[config.mk]
export PLATFORM = sky130hd
export DESIGN_NAME = gate_sweep_tester
export DESIGN_NICKNAME = d
export VERILOG_FILES = /design/src/rtl/gate_sweep_pkg.sv /design/src/rtl/gate_ref.sv /design/src/rtl/gate_sweep_tester.sv
export SDC_FILE = /design/constraint.sdc
export NUM_CORES = 1
export LEC_CHECK = 0
export ABC_AREA = 1
export BUFFER_PORTS_ARGS = -buffer_cell sky130_fd_sc_hd__buf_2
export CORE_AREA = 2 2 39 41
export DETAILED_ROUTE_END_ITERATION = 12
export DIE_AREA = 0 0 41 43
export SETUP_SLACK_MARGIN = 0.4
export SLEW_MARGIN = 10
export SYNTH_ARGS = -nofsm -noshare
export SYNTH_HDL_FRONTEND = slang
export SYNTH_SLANG_ARGS = --single-unit
[constraint.sdc]
create_clock -name clk -period 3 [get_ports clk]
set_clock_uncertainty 0.1 [all_clocks]
set_input_delay 0 -clock clk [delete_from_list [all_inputs] [get_ports clk]]
set_output_delay 0 -clock clk [all_outputs]
set_load 0.01 [all_outputs]
[src/rtl/gate_sweep_pkg.sv]
// Shared definitions for the exhaustive gate sweep tester: function codes,
// FSM state encoding and settle-counter sizing.
package gate_sweep_pkg;

    localparam int FN_NAND = 0;
    localparam int FN_NOR  = 1;
    localparam int FN_AND  = 2;
    localparam int FN_OR   = 3;
    localparam int FN_XOR  = 4;

    typedef enum logic [1:0] {
        ST_IDLE   = 2'd0,
        ST_APPLY  = 2'd1,
        ST_SAMPLE = 2'd2,
        ST_DONE   = 2'd3
    } state_t;

    // Counter spans 0..settle-1; keep at least one bit.
    function automatic int settle_cnt_w(input int settle);
        return (settle <= 2) ? 1 : $clog2(settle);
    endfunction

endpackage

[src/rtl/gate_ref.sv]
// Combinational reference model of the gate under test, selected by FN.
module gate_ref
    import gate_sweep_pkg::*;
#(
    parameter int N  = 2,
    parameter int FN = FN_NAND
) (
    input  logic [N-1:0] vec,
    output logic         exp
);

    always_comb begin
        exp = 1'b0;
        case (FN)
            FN_NAND: exp = ~(&vec);
            FN_NOR:  exp = ~(|vec);
            FN_AND:  exp = &vec;
            FN_OR:   exp = |vec;
            default: exp = ^vec;
        endcase
    end

endmodule

[src/rtl/gate_sweep_tester.sv]
// Exhaustive sweep of an N-input gate against gate_ref with mismatch counting.
// Optional GATE_SWEEP_FIRST_FAIL_EN adds a latch of the first failing vector.
//
// state     | meaning
// ST_IDLE   | after reset, waiting for start
// ST_APPLY  | vec_o driven, settling for SETTLE cycles
// ST_SAMPLE | compare gut_i with reference, advance vector
// ST_DONE   | sweep complete, results held until next start
module gate_sweep_tester
    import gate_sweep_pkg::*;
#(
    parameter int N      = 2,
    parameter int SETTLE = 1,
    parameter int FN     = FN_NAND
) (
    input  logic         clk,
    input  logic         rst_n,
    input  logic         start,
    output logic [N-1:0] vec_o,
    input  logic         gut_i,
    output logic         busy,
    output logic         done,
    output logic         pass,
    output logic [N:0]   err_cnt
`ifdef GATE_SWEEP_FIRST_FAIL_EN
    ,
    output logic         first_fail_vld,
    output logic [N-1:0] first_fail_vec
`endif
);

    localparam int SW = settle_cnt_w(SETTLE);
    localparam logic [SW-1:0] SETTLE_TC = SW'(SETTLE - 1);
    localparam logic [SW-1:0] CNT_ONE   = SW'(1);
    localparam logic [N-1:0]  VEC_ONE   = N'(1);
    localparam logic [N:0]    ERR_ONE   = (N + 1)'(1);

    state_t        state_q, state_d;
    logic [SW-1:0] settle_cnt;
    logic          exp;
    logic          mismatch;
    logic          settle_tc;
    logic          last_vec;
    logic          start_sweep;

    gate_ref #(.N(N), .FN(FN)) u_ref (
        .vec (vec_o),
        .exp (exp)
    );

    // An X/Z on gut_i must count as a failure, hence the case inequality.
    assign mismatch    = (gut_i !== exp);
    assign settle_tc   = (settle_cnt == SETTLE_TC);
    assign last_vec    = &vec_o;
    assign start_sweep = start && (state_q == ST_IDLE || state_q == ST_DONE);

    assign busy = (state_q == ST_APPLY) || (state_q == ST_SAMPLE);
    assign done = (state_q == ST_DONE);
    assign pass = done && (err_cnt == '0);

    always_ff @(posedge clk or negedge rst_n) begin
        if (!rst_n) state_q <= ST_IDLE;
        else        state_q <= state_d;
    end

    always_comb begin
        state_d = state_q;
        case (state_q)
            ST_IDLE, ST_DONE: if (start) state_d = ST_APPLY;
            ST_APPLY:         if (settle_tc) state_d = ST_SAMPLE;
            ST_SAMPLE:        state_d = last_vec ? ST_DONE : ST_APPLY;
            default:          state_d = ST_IDLE;
        endcase
    end

    always_ff @(posedge clk or negedge rst_n) begin
        if (!rst_n) begin
            vec_o      <= '0;
            settle_cnt <= '0;
            err_cnt    <= '0;
        end else begin
            case (state_q)
                ST_IDLE, ST_DONE: begin
                    if (start) begin
                        vec_o      <= '0;
                        settle_cnt <= '0;
                        err_cnt    <= '0;
                    end
                end
                ST_APPLY: settle_cnt <= settle_tc ? '0 : settle_cnt + CNT_ONE;
                ST_SAMPLE: begin
                    if (mismatch) err_cnt <= err_cnt + ERR_ONE;
                    if (!last_vec) vec_o <= vec_o + VEC_ONE;
                end
                default: ;
            endcase
        end
    end

`ifdef GATE_SWEEP_FIRST_FAIL_EN
    always_ff @(posedge clk or negedge rst_n) begin
        if (!rst_n) begin
            first_fail_vld <= 1'b0;
            first_fail_vec <= '0;
        end else if (start_sweep) begin
            first_fail_vld <= 1'b0;
            first_fail_vec <= '0;
        end else if (state_q == ST_SAMPLE && mismatch && !first_fail_vld) begin
            first_fail_vld <= 1'b1;
            first_fail_vec <= vec_o;
        end
    end
`else
    logic unused_start_sweep;
    assign unused_start_sweep = start_sweep;
`endif

endmodule

# After elaboration in Yosys (flattened, before gate mapping)
# Index checks and enable logic that the tools add are counted.
# word_totals
regBits	8
latch_bits	0
mem_bits_rw	0
rom_bits	0
out_inout_bits	8
word_cells	41
mem_count	0
# classes
add_sub_neg	3
multipliers	0
div_mod_pow	0
n_lt_le_gt_ge	0
n_eq_ne	8
n_shift	0
muxes	13
n_bitwise	1
n_reduce_logical	12
# ops
operator	n
2-bit two-way mux	5
2-bit inequality test (second input constant)	4
3-bit two-way mux	2
2-bit one-hot mux with 3 select lines	1
3-bit one-hot mux with 2 select lines	1
2-bit AND reduction	3
3-bit AND reduction	2
2-bit equality test (second input constant)	2
2-bit one-hot mux with 2 select lines	1
2-bit nonzero test	2
3-bit by 1-bit adder with 3-bit output (second input constant)	1
3-bit zero test	1
2-bit by 1-bit adder with 2-bit output (second input constant)	1
2-bit by 1-bit equality test with 1-bit output (second input constant)	1
2-bit zero test	1
1-bit two-way mux	2
1-bit one-hot mux with 2 select lines	1
2-bit OR reduction	1
1-bit adder (second input constant)	1
1-bit logical AND	1
1-bit logical OR	1
1-bit !== test	1
1-bit NOT	1

# Logic depth before layout (Yosys ltp)
# Gate-level depths: netlist of run 1.
# logic_depth
ltp_word	5
mapped_depth	8
ltp_nobuf	8

# Cells and area by module
# Synthesis of run 1 repeated with hierarchy kept, for this count alone.
# hier_totals
hier_cells	64
hier_area_um2	476.7
# by_module_without_submodules
mod	n_inst	cells_per_inst	area_each_um2
gate_sweep_tester	1	63	473.0
gate_ref	1	1	3.8

# Worst setup path after synthesis of run 1
# Ideal clock, no wire load.
# synth_timing
path_type	register to register
start	register state_q[0]
end	register err_cnt[0]
setup_ps	117
t_arrival_ps	1210
path_slack_ps	1574
path_stages_with_launch	9
synth_period_minus_slack_ps	1426
path_cell_list	dfrtp_1 -> inv_1 -> ha_1 -> inv_2 -> nor2_4 -> nor2_4 -> nand2_2 -> nand2_1 -> nand2_1
# synth_via
elab_chain_cells	4
elab_cells_between_ends	9
# synth_lines
element	line_no	text
start, declared	gate_sweep_tester.sv:38	state_t state_q, state_d;
start signal, assigned	gate_sweep_tester.sv:63	else state_q <= state_d;
2-bit equality test / 2-bit zero test (equally long branches)	gate_sweep_tester.sv:82	case (state_q)
2-bit OR reduction	gate_sweep_tester.sv:82	
2-bit inequality test (no source line) / 2-bit nonzero test (equally long branches)	--	
3-bit AND reduction (no source line)	--	
end signal, assigned	gate_sweep_tester.sv:92	if (mismatch) err_cnt <= err_cnt + ERR_ONE;
end, declared	gate_sweep_tester.sv:24	output logic [N:0] err_cnt
# Several ways; a longest one is shown, not always the timed one.
# A chain may end at the register's enable or synchronous reset.

# Final worst setup path of run 1
# Same ends and word-level chain as after synthesis.

==> run summary, run 1 <==
status: complete, no violations
hold slack: 27.9 ps
hpwl dp: 685 um
GRT Total Usage: 12.7%
Worst setup SP type: register
Avg Cell Area, Syn: 7.71 um2
post_cts resized: 0
DR vias: 419
period utilization: 50.3%
Iteration-0 DRC Markers: 7
synth unique cells: 14
combinational share of power: 53.7%
required time of the critical path: 3050 ps
# DRC: 0
Sw Pwr: 239 uW
number of synthesized register bits: 7
CTS tree: built
clock sink count: 7
pwr/cell area: 886 nW/um2
count of maximum capacitance violations: 0
First-pass DRT Iterations: 4
Antenna Nets Post-Route: 0
Final Util: 42.5%
final WL: 868 um
Die Ht: 43 um
Synth area leaders: dfrtp_1 (37%), ha_1 (16%), nand2_1 (16%)
Die Span X: 41 um
Final Hold Viols: 0
top-level I/O count: 12
vias in the first global route: 322
vias per cell: 4.46
Internal: 282 uW
critical path class: reg -> reg
RR Endpoint: err_cnt[0]
GPL Wtd Cong: 0.750
Synth Net Count: 72
hold-fix buffers at CTS: 2
setup TNS: 0 ps
routed wl met3: 33 um
Flop pwr share: 29.8%
worst-case reg-to-reg path depth: 7
crit-path max FO: 8
Clk pwr share: 16.6%
yosys warns: 0
WL met1: 400 um
fin. max-slew vios: 0
LEAKAGE: 0.336 nW
CTS root buf: clkbuf_4
grt total ovfl: 0
FP Rows: 14
initial core utilization: 34.5%
clock slew at reported path FFs: 50 ps
slack of the worst reg-to-reg path: 1490 ps
Period minus WS final: 1510 ps
unrepaired setup endpoints after global routing: false
Highest Signal Layer: met4
max_slew headroom: 79.9%
met2 wire length: 383 um
Fmax achieved: 0.663 GHz
Inst Count DP: 88
first-pass GRT wire length: 1.40 mm
Arr. time, crit path: 1550 ps
layout cells sized above 1: 25.6%
final setup fails: 0
synthesized cell area: 478 um2
area leader, netlist: dfrtp_1
Yosys top cell area share: 36.6%
Net Sw Frac: 45.8%
Setup crit end kind: register
Num CTS Buffers: 3
ant diodes: 0
Worst-Margin Slew: 301 ps
Reg-to-Reg Start: state_q[0]
largest net degree at the start of global routing: 9
initial antenna violation count: 0
Min-Delay Path Class: in -> async
power consumption: 521 uW
core region area: 1380 um2
Syn Inst Count: 62
Final nets: 89
Cell Count, Final, Fillers Out: 94
htree depth: 1
synthesis-to-finish area growth: 23.0%
Setup Fix Bufs, Post-CTS: 0
Clock Latency Late Sink: 250 ps
Peak VDD IR: 0.000449 V
port buffer count: 11
DIE AREA: 1760 um2
Max Root-Sink Buffers: 2
wire per inst: 9.23 um
sequential fraction of the synthesis area: 36.6%
worst max-delay path: stages (launching register included):
cell     delay (ps)
dfrtp_1         410
inv_1            70
ha_1            320
nor2_2          100
nor2_4          190
nand2_2          90
nand2_1          60
nand2_1          50
layout by cell type, fill, tap and decap left out:
cell / n
a21oi_1: 1
buf_2: 11
clkbuf_1: 1
clkbuf_4: 3
dfrtp_1: 7
dlygate4sd3_1: 2
ha_1: 6
inv_1: 8
inv_2: 1
nand2_1: 20
nand2_2: 2
nand3_1: 5
nand3b_1: 1
nor2_1: 5
nor2_2: 1
nor2_4: 2
o21ai_0: 2
registers in the layout (all words and copies together) (netlist names):
| name | flops |
|---|---|
| state_q | 2 |
| vec_o | 2 |
| err_cnt | 3 |
routing by layer:
layer	GRT usage, %	vias up
met5	0	-
met4	14.0	0
met3	3.14	5
met2	16.6	12
met1	15.1	180
li1	-	222
cell usage after synthesis, drive strengths merged:
cell,n
nand3,5
ha,6
dfrtp,7
a21oi,1
o21ai,2
nand3b,1
nor2,8
buf,1
inv,9
nand2,22
how the worst max path moves through the flow:
| stage | start | end | slack (ps) | cells past startpoint |
|---|---|---|---|---|
| after floorplan | state_q[0] | err_cnt[0] | 1570 | 8 |
| final | state_q[0] | err_cnt[0] | 1490 | 7 |
| after global placement | state_q[0] | err_cnt[0] | 1520 | 7 |
| after CTS | state_q[0] | err_cnt[0] | 1480 | 7 |
| after global routing | state_q[0] | err_cnt[0] | 1360 | 7 |
| after detailed placement | state_q[0] | err_cnt[0] | 1480 | 7 |
power by group through the flow:
stage	Sequential, mW	Clock (mW)	Combinational [mW]
4_1_cts	0.155	0.0891	0.285
3_5_place_dp	0.156	0	0.282
6_report	0.155	0.0863	0.280
3_3_place_gp	0.154	0	0.281
2_1_floorplan	0.157	0	0.215
5_1_grt	0.161	0.0928	0.324
layout make-up:
cell class                      instances  area, um2
Sequential cell                         7        175
Clock buffer                            4       26.3
Fill cell                             150        796
Tap cell                               16       20.0
Inverter                                9       33.8
Timing Repair Buffer                   13       75.1
Multi-Input combinational cell         45        258
per-stage QoR:
| stage | instance area [um2] | setup WS (ps) |
|---|---|---|
| 4_1_cts | 588 | 1480 |
| 2_1_floorplan | 478 | 1570 |
| 3_5_place_dp | 542 | 1480 |
| 5_1_grt | 588 | 1360 |
| 3_3_place_gp | 542 | 1520 |
| 6_report | 588 | 1490 |
kinds of logic (layout without fill, tap and decap cells):
kind of cell / count (synthesis) / count (layout) / share of synthesized area, %
adders and majority gates: 6 / 6 / 15.7
buffers and inverters: 10 / 26 / 9.42
AOI/OAI and AO/OA: 3 / 3 / 3.14
and+or+nand+nor: 36 / 36 / 35.1
DFF: 7 / 7 / 36.6
(Power assumes the default switching activity.)
==> inputs of run 2 (changes only) <==
==> constraint.sdc (replaced) <==
create_clock -name clk -period 1.27 [get_ports clk]
set_clock_uncertainty 0.1 [all_clocks]
set_input_delay 0 -clock clk [delete_from_list [all_inputs] [get_ports clk]]
set_output_delay 0 -clock clk [all_outputs]
set_load 0.01 [all_outputs]
==> run summary, run 2 (synthesized netlist as in run 1, its figures left out) <==
status: complete, but fails checks
failing checks: setup timing
required time of the critical path: 1300 ps (-1750 ps)
Die Span X: 41 um (unchanged)
htree depth: 1 (unchanged)
Slowest cell on crit path: dfrtp_1
clock slew at reported path FFs: 60 ps (about the same)
wire per inst: 9.71 um (+5.2%)
CTS tree: built
fin. max-slew vios: 0 (unchanged)
port buffer count: 11 (unchanged)
Worst setup SP type: register
Largest Register: err_cnt
hold slack: 30.3 ps (+2.43 ps)
pwr/cell area: 2310 nW/um2 (+160%)
grt total ovfl: 0 (unchanged)
first-pass GRT wire length: 1.73 mm (+23%)
final setup fails: 7 (+7)
crit-path max FO: 7 (-1)
Top Registers: err_cnt (3), state_q (2), vec_o (2)
unrepaired setup endpoints after global routing: true
initial antenna violation count: 0 (unchanged)
clock sink count: 7 (unchanged)
Num CTS Buffers: 3 (unchanged)
vias per cell: 4.45 (-0.27%)
vias in the first global route: 434 (+35%)
Fmax achieved: 0.741 GHz (+12%)
period utilization: 106% (+56 points)
core region area: 1380 um2 (unchanged)
LEAKAGE: 0.376 nW (+12%)
area of the multi-input gates: 273 um2 (+5.8%)
DIE AREA: 1760 um2 (unchanged)
critical path class: reg -> reg
setup TNS: -397 ps (-397 ps)
hpwl dp: 724 um (+5.7%)
largest net degree at the start of global routing: 8 (-1)
synthesis-to-finish area growth: 43.2%
crit-path leading delay family: simple AND/OR/NAND/NOR gates
min setup slack post-route: -80.0 ps (-1570 ps)
Worst-Margin Slew: 178 ps (-123 ps)
final WL: 981 um (+13%)
Critical path buffers and inverters: 0 (-1)
most frequent cells in the layout: nand2_1 (20), inv_1 (7), dfrtp_1 (7), buf_2 (7), buf_4 (7)
Iteration-0 DRC Markers: 12 (+5)
count of maximum capacitance violations: 0 (unchanged)
crit-path cells: ha_4 > nor2_2 > nor2_4 > nand2_2 > nand2_1 > nand2_1
Final Hold Viols: 0 (unchanged)
# DRC: 0 (unchanged)
Setup crit end kind: register
FP Rows: 14 (unchanged)
DR vias: 449 (+7.2%)
slowest stage delay, CP: 400 ps (about the same)
CTS root buf: clkbuf_4
max_slew headroom: 88.1% (+8.2 points)
Filler cells: 152 (+1.3%)
GPL Wtd Cong: 0.720 (-3.9%)
Min-Delay Path Class: in -> async
Period minus WS final: 1350 ps (-158 ps)
crit-path most repeated cell: nand2_1
ant diodes: 0 (unchanged)
commonest non-fill, non-tap cell in the layout: nand2_1
Arr. time, crit path: 1380 ps (-170 ps)
Antenna Nets Post-Route: 0 (unchanged)
GRT Total Usage: 15.0% (+2.3 points)
initial core utilization: 34.5% (unchanged)
Peak VDD IR: 0.000934 V (+110%)
Die Ht: 43 um (unchanged)
Reg area: 175 um2 (unchanged)
layout cells sized above 1: 36.5% (+11 points)
First-pass DRT Iterations: 4 (unchanged)
Final nets: 96 (+7.9%)
top-level I/O count: 12 (unchanged)
max reg flops: 3 (unchanged)
Max Root-Sink Buffers: 2 (unchanged)
Clock Latency Late Sink: 250 ps (about the same)
==> run 2: what timing repair did <==
action / 4_1_cts / 5_1_grt
setup buffers: 1 / 1
hold endpoints to repair: 7 / 0
gates resized for setup: 4 / 3
endpoints found under the setup margin: 15 / 15
pin swaps: 2 / 1
hold buffers: 1 / 0
==> run 2: per-stage QoR <==
step / util, % / std cells / setup slack [ps] / power, mW / instance area, um2
after floorplan: - / 62 / -66.1 / 0.938 / 493
after global placement: 43.5 / 94 / -56.5 / 1.23 / 602
after detailed placement: 43.5 / 94 / -79.5 / 1.25 / 602
after CTS: 48.1 / 100 / -78.5 / 1.58 / 666
after global routing: 49.5 / 101 / -161 / 1.75 / 684
final: 49.5 / 101 / -80.0 / 1.58 / 684
==> run 2: layer usage <==
layer,GRT usage (%),part of all wire (%),vias up,wire length [um]
met5,0,0,-,0
met4,10.0,1.4,0,14
met3,4.71,3.2,2,31
met2,23.8,55,13,541
met1,16.0,40,195,394
li1,-,-,239,-
==> run 2: where the power goes <==
| part | switching (mW) | internal, mW |
|---|---|---|
| sequential | 0.0534 | 0.292 |
| clock | 0.0822 | 0.120 |
| combinational | 0.519 | 0.518 |
| total | 0.654 | 0.929 |
==> run 2: worst paths after layout <==
check,slack (ps),endpoint,startpoint,cells past startpoint
worst min register to register,400,vec_o[1],vec_o[1],2
worst min-delay path,30,err_cnt[2],rst_n,2
max in group asynchronous,880,vec_o[1],rst_n,2
worst max register to register,-80,err_cnt[0],state_q[1],6
min in group clk,60,state_q[0],start,5
worst max-delay path,-80,err_cnt[0],state_q[1],6
==> run 2: final cells by class <==
| type | count | share of cell area [%] |
|---|---|---|
| sequential | 7 | 25.6 |
| clock buffer | 4 | 3.84 |
| timing repair buffer | 20 | 22.5 |
| multi-input combinational | 45 | 39.9 |
| inverter | 9 | 5.30 |
| tap | 16 | 2.93 |
==> inputs of run 3 (changes only) <==
--- a/config.mk
+++ b/config.mk
@@ -14,4 +14,5 @@
 export SLEW_MARGIN = 10
 export SYNTH_ARGS = -nofsm -noshare
 export SYNTH_HDL_FRONTEND = slang
+export SYNTH_HIERARCHICAL = 1
 export SYNTH_SLANG_ARGS = --single-unit
==> run summary, run 3 <==
pwr/cell area: 2250 nW/um2 (-2.8%)
Worst setup SP type: register
area leader, netlist: dfrtp_1
LEAKAGE: 0.398 nW (+6.0%)
Iteration-0 DRC Markers: 9 (-3)
max_slew headroom: 89.4% (+1.3 points)
sequential fraction of the synthesis area: 36.7% (+0.096 points)
final WL: 933 um (-4.9%)
Clk pwr share: 12.8% (about the same)
largest net degree at the start of global routing: 8 (unchanged)
Final nets: 98 (+2.1%)
Fmax achieved: 0.772 GHz (+4.2%)
period utilization: 102% (-4.3 points)
max reg flops: 3 (unchanged)
Avg Cell Area, Syn: 7.45 um2 (-3.4%)
Post-synth EDFFs: 0 (unchanged)
Sw Pwr: 693 uW (+6.0%)
commonest non-fill, non-tap cell in the layout: nand2_1
yosys warns: 6 (+6)
Synth Net Count: 74 (+2.8%)
# DRC: 0 (unchanged)
wire per inst: 9.06 um (-6.7%)
clock slew at reported path FFs: 50 ps (about the same)
top-level I/O count: 12 (unchanged)
vias per cell: 4.38 (-1.5%)
Slowest cell on crit path: dfrtp_1
fin. max-slew vios: 0 (unchanged)
ys flop type: dfrtp_1
status: complete, but fails checks
Num CTS Buffers: 3 (unchanged)
crit-path max FO: 4 (-3)
DIE AREA: 1760 um2 (unchanged)
Flop pwr share: 22.5% (+0.7 points)
Clock Latency Late Sink: 250 ps (about the same)
grt total ovfl: 0 (unchanged)
Die Span X: 41 um (unchanged)
htree depth: 1 (unchanged)
Worst-Margin Slew: 157 ps (-21.3 ps)
Syn Inst Count: 64 (+3.2%)
Arr. time, crit path: 1340 ps (-40 ps)
required time of the critical path: 1310 ps (about the same)
hpwl dp: 734 um (+1.4%)
crit-path cells: inv_2 > ha_4 > inv_4 > nor2_4 > nor2_4 > nand2_2 > nand2_1 > nand2_1
combinational share of power: 64.7% (-0.7 points)
Largest Register: err_cnt
synth unique cells: 11 (-3)
CTS tree: built
vias in the first global route: 404 (-6.9%)
pre-CTS setup slack: -12.1 ps (+67.3 ps)
Period minus WS final: 1300 ps (-54.9 ps)
clock sink count: 7 (unchanged)
core region area: 1380 um2 (unchanged)
most frequent cells after synthesis: nand2_1 (21), inv_1 (11), dfrtp_1 (7)
CTS root buf: clkbuf_4
slack of the worst reg-to-reg path: -30 ps (+50 ps)
initial antenna violation count: 0 (unchanged)
slowest stage delay, CP: 390 ps (about the same)
GRT Total Usage: 14.4% (-0.66 points)
critical path class: reg -> reg
Setup crit end kind: register
Synth area leaders: dfrtp_1 (37%), nand2_1 (17%), ha_1 (16%)
unrepaired setup endpoints after global routing: true
Final Util: 50.9% (+1.4 points)
most frequent cells in the layout: nand2_1 (20), inv_1 (9), buf_2 (9)
final setup fails: 5 (-2)
synthesis-to-finish area growth: 47.8%
layout cells sized above 1: 37.9% (+1.5 points)
failing checks: hold timing, setup timing
Peak VDD IR: 0.00134 V (+44%)
DR vias: 451 (+0.45%)
Async SR Flop Fraction: 100% (unchanged)
Antenna Nets Post-Route: 0 (unchanged)
initial core utilization: 34.4% (-0.090 points)
min setup slack post-route: -25.2 ps (+54.9 ps)
Max Root-Sink Buffers: 2 (unchanged)
Top Registers: err_cnt (3), state_q (2), vec_o (2)
Yosys top cell area share: 36.7% (+0.096 points)
synthesized cell area: 477 um2 (-0.26%)
Internal: 890 uW (-4.2%)
FP Rows: 14 (unchanged)
first-pass GRT wire length: 1.61 mm (-6.4%)
count of maximum capacitance violations: 0 (unchanged)
top-count cell post-synth: nand2_1
ant diodes: 0 (unchanged)
Final Hold Viols: 1 (+1)
hold slack: -18.6 ps (-48.9 ps)
GPL Wtd Cong: 0.679 (-5.7%)
First-pass DRT Iterations: 4 (unchanged)
Die Ht: 43 um (unchanged)
port buffer count: 11 (unchanged)
number of synthesized register bits: 7 (unchanged)
Min-Delay Path Class: in -> reg
Net Sw Frac: 43.8% (+2.5 points)
## run 3: cell types whose count changed in the layout (fill, tap and decap cells not counted), sizes merged
| cell | change |
|---|---|
| nor2 | +1 |
| nand3b | -1 |
| inv | +2 |
| a21oi | -1 |
| nand4 | +1 |
| buf | -1 |
| o21ai | +1 |
## run 3: cell families after synthesis
logic type / after synthesis / synth area share (%)
AOI/OAI and AO/OA: 3 / 3.15
buffers and inverters: 11 / 8.66
DFF: 7 / 36.7
and+or+nand+nor: 37 / 35.7
adders and majority gates: 6 / 15.7
## run 3: area by class of cell
type	count	area [um2]
multi-input cells	46	298
repair buffers	19	141
inverters	11	43.8
well taps	16	20.0
fillers	141	679
clock buffers	4	26.3
flip-flops and latches	7	175
## run 3: worst paths after layout
path                              endpoint  startpoint  depth (start not counted)
worst max-delay path            err_cnt[1]  state_q[0]                          8
worst min-delay path            state_q[0]       start                          4
worst max register to register  err_cnt[1]  state_q[0]                          8
worst min register to register    vec_o[1]    vec_o[1]                          2
max in group asynchronous       err_cnt[1]       rst_n                          2
min in group asynchronous       err_cnt[2]       rst_n                          2
## run 3: power by group through the flow
| stage | clock network [mW] | logic (mW) | registers [mW] |
|---|---|---|---|
| 6_report | 0.203 | 1.02 | 0.357 |
| 3_3_place_gp | 0 | 0.844 | 0.357 |
| 2_1_floorplan | 0 | 0.581 | 0.380 |
| 5_1_grt | 0.218 | 1.15 | 0.366 |
| 4_1_cts | 0.212 | 1.00 | 0.359 |
| 3_5_place_dp | 0 | 0.858 | 0.359 |
## run 3: metrics by stage
stage | instance area (um2) | std cells | setup TNS, ps | hold slack (ps) | power [mW]
global placement | 592 | 94 | -0.416 | -256 | 1.20
CTS | 688 | 102 | -116 | -24.3 | 1.57
detailed placement | 592 | 94 | -52.8 | -258 | 1.22
global route | 704 | 103 | -703 | 24.7 | 1.73
finish | 704 | 103 | -88.0 | -18.6 | 1.58
floorplan | 494 | 64 | 0 | -396 | 0.961
## run 3: per-layer routing
layer / GRT usage [%] / vias up / part of all wire, %
met4: 16.0 / 0 / 4.9
met5: 0 / - / 0
met3: 1.57 / 4 / 4.4
li1: - / 240 / -
met2: 18.8 / 14 / 45
met1: 18.2 / 193 / 45
## run 3: worst max-delay path, delay by kind of cell, from the launching register on
| kind | cells | cell delay [ps] |
|---|---|---|
| fa+ha+maj | 1 | 220 |
| flops | 1 | 390 |
| buf+inv | 2 | 150 |
| simple gates | 5 | 320 |
## run 3: what timing repair did
action	4_1_cts	5_1_grt
pin swaps	1	1
endpoints found under the hold margin	8	0
hold buffers	1	0
setup buffers	3	1
setup endpoints to repair	15	15
gates resized for setup	8	2
